$ cat src/rtl/pc_update_unit.sv
// Program-counter register and next-PC sequencer with stall hold and deferred redirect.
// Optional BRANCH_STATS_EN macro adds a saturating taken-redirect counter (branch_count).
module pc_update_unit #(
   parameter int unsigned     PC_W     = 32,
   parameter logic [PC_W-1:0] RESET_PC = '0,
   parameter int unsigned     CNT_W    = 16
) (
   input  logic            CLK,
   input  logic            RESET,
   input  logic            dobranch,
   input  logic            dojump,
   input  logic [7:0]      offset,
   input  logic            busywait,
   output logic [PC_W-1:0] PC,
   output logic [PC_W-1:0] pc_plus4,
   output logic            redirect,
   output logic            pending
`ifdef BRANCH_STATS_EN
   ,
   output logic [CNT_W-1:0] branch_count
`endif
);

   typedef enum logic [1:0] {RUN, HOLD, HOLD_PEND} state_t;

   state_t            state;
   logic [PC_W-1:0]   pend_target;
   logic [PC_W-1:0]   target;
   logic              take;
   logic              load_redirect;

   assign pc_plus4 = PC + PC_W'(4);
   assign take     = dobranch | dojump;
   // Offset is a signed word count: sign-extend, then scale to bytes.
   assign target   = pc_plus4 + {{(PC_W-10){offset[7]}}, offset, 2'b00};

   always_comb begin
      load_redirect = 1'b0;
      case (state)
         RUN:       load_redirect = take & ~busywait;
         HOLD_PEND: load_redirect = ~busywait;
         default:   load_redirect = 1'b0;
      endcase
   end

   always_ff @(posedge CLK or negedge RESET) begin
      if (!RESET) begin
         PC          <= RESET_PC;
         state       <= RUN;
         pend_target <= '0;
         redirect    <= 1'b0;
         pending     <= 1'b0;
      end else begin
         redirect <= load_redirect;
         case (state)
            RUN: begin
               if (!busywait) begin
                  PC <= take ? target : pc_plus4;
               end else if (take) begin
                  pend_target <= target;
                  state       <= HOLD_PEND;
                  pending     <= 1'b1;
               end else begin
                  state <= HOLD;
               end
            end
            HOLD: begin
               if (!busywait) begin
                  PC    <= pc_plus4;
                  state <= RUN;
               end
            end
            HOLD_PEND: begin
               if (!busywait) begin
                  PC      <= pend_target;
                  state   <= RUN;
                  pending <= 1'b0;
               end
            end
            default: begin
               state   <= RUN;
               pending <= 1'b0;
            end
         endcase
      end
   end

`ifdef BRANCH_STATS_EN
   always_ff @(posedge CLK or negedge RESET) begin
      if (!RESET) begin
         branch_count <= '0;
      end else if (load_redirect && (branch_count != '1)) begin
         branch_count <= branch_count + CNT_W'(1);
      end
   end
`endif

endmodule

$ cat config.mk
export PLATFORM = sky130hd
export DESIGN_NAME = pc_update_unit
export DESIGN_NICKNAME = d
export VERILOG_FILES = /design/src/rtl/pc_update_unit.sv
export SDC_FILE = /design/constraint.sdc
export NUM_CORES = 1
export LEC_CHECK = 0
export ABC_AREA = 1
export CORE_MARGIN = 5
export CORE_UTILIZATION = 63
export CTS_BUF_LIST = sky130_fd_sc_hd__clkbuf_4
export DETAILED_ROUTE_END_ITERATION = 10
export PLACE_DENSITY = 0.91
export SKIP_CTS_REPAIR_TIMING = 1
export SYNTH_ARGS = -nofsm -noshare
export SYNTH_HDL_FRONTEND = slang
export SYNTH_SLANG_ARGS = --single-unit
$ cat constraint.sdc
create_clock -name CLK -period 4.1 [get_ports CLK]
set_input_delay 0.82 -clock CLK [delete_from_list [all_inputs] [get_ports CLK]]
set_output_delay 0.82 -clock CLK [all_outputs]
set_load 0.005 [all_outputs]
==> flow_metrics.py <==
metrics = {
    "outcome": {
        "status": "completed",
    },
    "cts": {
        "clock-sinks": 68,
        "cts_tree": "yes",
        "root_buffer": "clkbuf_4",
        "path_clk_slew_ns": 0.11,
        "cts_max_level": 3,
        "insertion_delay_ns": 0.43,
        "cts_buffers": 9,
        "cts.path.max_buffers": 2,
    },
    "cells_and_area": {
        "drive_gt1_share_pct": 6.087,
        "post-route-util_pct": 73.76,
        "areaGrowthSynthToFinish_pct": 15.12,
        "nets": 1200,
    },
    "power": {
        "p_sw_share_pct": 54.25,
        "sequentialPowerShare_pct": 20.5,
        "clkPwrFrac_pct": 6.1,
        "combinationalPowerShare_pct": 73.4,
        "power.internal_mw": 3.095,
        "power_mw": 6.766,
        "ir_drop_v": 0.0006000,
        "leakage_nw": 3.879,
        "p_per_area_nw_per_um2": 892.5,
        "p_switching_mw": 3.671,
    },
    "floorplanning": {
        "rows": 37,
        "fp.dieW_um": 112.2,
        "die_y_um": 112.2,
        "die-area_um2": 12600,
        "fp.coreArea_um2": 10280,
        "ios": 79,
        "start_util_pct": 64.07,
    },
    "worst_setup_path": {
        "crit_type": "reg2out",
        "critPathLaunchType": "flip-flop",
        "worstPathMaxFanout": 5,
        "critPathRequiredTime_ns": 3.28,
        "reg2reg_slack_ns": 0.68,
        "crit_path_end_kind": "primary output",
        "r2r-start": "PC[3]",
        "r2r.worst_path.cells": 18,
        "timing.rr.end": "PC[17]",
        "arrival_ns": 2.62,
    },
    "sta": {
        "finalSetupViolCount": 0,
        "fmaxAchievable_ghz": 0.2903,
        "min_period_ns": 3.445,
        "fin_ws_ns": 0.6554,
        "hold_viol_final": 0,
        "setup-tns-final_ns": 0,
        "slew_violations": 0,
        "hold_ws_ns": 0.4841,
        "worstMarginPinSlew_ns": 0.9041,
        "finalClockSkew_ns": 0.02377,
        "rsz0062_at_grt": "no",
        "min_period_over_period_pct": 84.01,
        "slew-limit-headroom_pct": 39.66,
    },
    "grt": {
        "antenna_found_initial": 1,
        "grt_pass1_vias": 6572,
        "grtUsageTotal_pct": 31.84,
        "grt_pass1_wl_um": 32730,
        "grt_max_degree": 43,
        "overflow": 0,
    },
    "routing": {
        "drtIter0Drc": 994,
        "wl_um": 20290,
        "wl_per_cell_um": 15.76,
        "via_per_inst": 5.694,
        "drt-pass1-iter-count": 5,
        "vias": 7328,
        "ant_nets": 0,
        "drc_errors": 0,
    },
    "synth": {
        "syn_area_um2": 6585,
        "syn-num-nets": 1134,
        "ys_ff_latch": 68,
        "yosysSeqAreaShare_pct": 25.84,
        "synthDominantCellAreaShare_pct": 25.84,
        "ys_warn_count": 0,
        "yosysUniqueCellTypes": 41,
        "netlist.top_cell.by_area": "dfrtp_1",
        "synthTopCellsByArea": "dfrtp_1 (26%), nand2_1 (21%), inv_1 (7.6%)",
        "synth.avg_cell_area_um2": 6.092,
        "syn_inst": 1081,
    },
    "job": {
        "drv_cap": 0,
    },
    "worst_hold_path": {
        "hold_class": "in2async",
    },
    "placement": {
        "gp_congestion": 0.9471,
        "io_buffers": 78,
        "place_hpwl_um": 15740,
        "place_ws_ns": 0.7634,
    },
}
==> worst max-delay path by stage <==
stage	startpoint	endpoint	cells past startpoint
2_1_floorplan	PC[3]	PC[14]	17
3_3_place_gp	offset[7]	PC[18]	13
3_5_place_dp	offset[7]	PC[18]	13
4_1_cts	PC[3]	pc_plus4[16]	9
5_1_grt	PC[3]	PC[18]	18
6_report	PC[3]	pc_plus4[16]	9
==> kinds of logic (layout without fill, tap and decap cells) <==
family                   after synthesis  count (layout)  synth area share [%]
flip-flops                            68              68                 25.84
XOR/XNOR                              21              21                 3.021
AO/OA/AOI/OAI                        185             185                 15.18
AND/OR/NAND/NOR                      592             592                 37.91
adder cells (fa/ha/maj)               40              40                 7.714
buffers and inverters                175             244                 10.34
other                                  0               1                     0
==> cell usage after synthesis <==
| cell | count |
|---|---|
| a211oi_2 | 1 |
| a21o_1 | 1 |
| a21oi_1 | 95 |
| a21oi_2 | 1 |
| a22oi_1 | 4 |
| a31oi_1 | 11 |
| and2_1 | 4 |
| buf_1 | 4 |
| buf_2 | 7 |
| buf_4 | 4 |
| clkbuf_1 | 18 |
| clkinv_1 | 1 |
| dfrtp_1 | 68 |
| fa_1 | 1 |
| ha_1 | 39 |
| inv_1 | 134 |
| inv_2 | 7 |
| nand2_1 | 371 |
| nand2_2 | 14 |
| nand3_1 | 58 |
| nand3_2 | 2 |
| nand3b_1 | 3 |
| nand4_1 | 7 |
| nor2_1 | 101 |
| nor2_2 | 8 |
| nor2_4 | 6 |
| nor2_8 | 1 |
| nor3_1 | 12 |
| nor3_2 | 1 |
| nor4_1 | 1 |
| o2111ai_1 | 1 |
| o211ai_1 | 6 |
| o21ai_0 | 47 |
| o21ai_1 | 10 |
| o21bai_1 | 6 |
| o22ai_1 | 2 |
| or2_2 | 2 |
| or2_4 | 1 |
| xnor2_1 | 5 |
| xor2_1 | 14 |
| xor2_2 | 2 |
==> cell usage in the layout, fill, tap and decap left out, types with 3 or more instances in the layout <==
master and instances:
xor2_1 14, clkdlybuf4s50_1 77, and2_1 4, nand2_2 14, nor2_1 100, ha_1 39
buf_4 10, nand3b_1 3, a21oi_1 95, clkbuf_4 10, nor2_4 6, xnor2_1 5
nor2_2 9, dfrtp_1 68, a31oi_1 11, o21ai_1 10, nand4_1 7, inv_2 7
o21ai_0 47, a22oi_1 4, nand2_1 371, o21bai_1 6, o211ai_1 6, inv_1 134
clkinv_1 3, nand3_1 58, nor3_1 12
==> metrics by stage <==
stage	std cells	area, um^2
5_1_grt	1287	7581
2_1_floorplan	1081	6585
4_1_cts	1286	7579
3_3_place_gp	1272	7461
6_report	1287	7581
3_5_place_dp	1272	7461
==> flip-flops by register name, summed over array words and instances, names as in the netlist <==
| register | cells |
|---|---|
| PC | 32 |
| pend_target | 32 |
| pending | 1 |
| redirect | 1 |
| state | 2 |
==> critical path, cell delays in order (launching register included) <==
cell and delay, ns:
dfrtp_1 0.43, ha_1 0.26, nand2_1 0.13, nor2_4 0.16, inv_2 0.07, nor2_2 0.19
nand3_1 0.13, xor2_1 0.17, inv_2 0.14, clkdlybuf4s50_1 0.53
==> layer usage <==
metal / GRT usage, % / wire [um] / share of wire [%]
met5: 0 / 0 / 0
met4: 11.30 / 567 / 2.8
met3: 8.787 / 2632 / 13
met2: 46.01 / 8397 / 41
met1: 45.69 / 8689 / 43
==> layout make-up <==
type                            instances  area, um^2
Antenna cell                            1       2.502
Clock buffer                           10       75.07
Clock inverter                          4       42.54
Fill cell                             885        2696
Inverter                              142       533.0
Multi-Input combinational cell        838        4205
Sequential cell                        68        1702
Tap cell                              136       170.2
Timing Repair Buffer                   88       850.8
==> power groups by stage <==
| stage | Combinational, mW | Sequential, mW | Clock, mW |
|---|---|---|---|
| after floorplan | 3.20 | 1.31 | 0 |
| after CTS | 4.83 | 1.37 | 0.415 |
| after global placement | 4.71 | 1.37 | 0 |
| final | 4.97 | 1.39 | 0.415 |
| after detailed placement | 4.80 | 1.38 | 0 |
| after global routing | 5.47 | 1.43 | 0.442 |
Note: power is estimated with default switching activity, not from simulation.
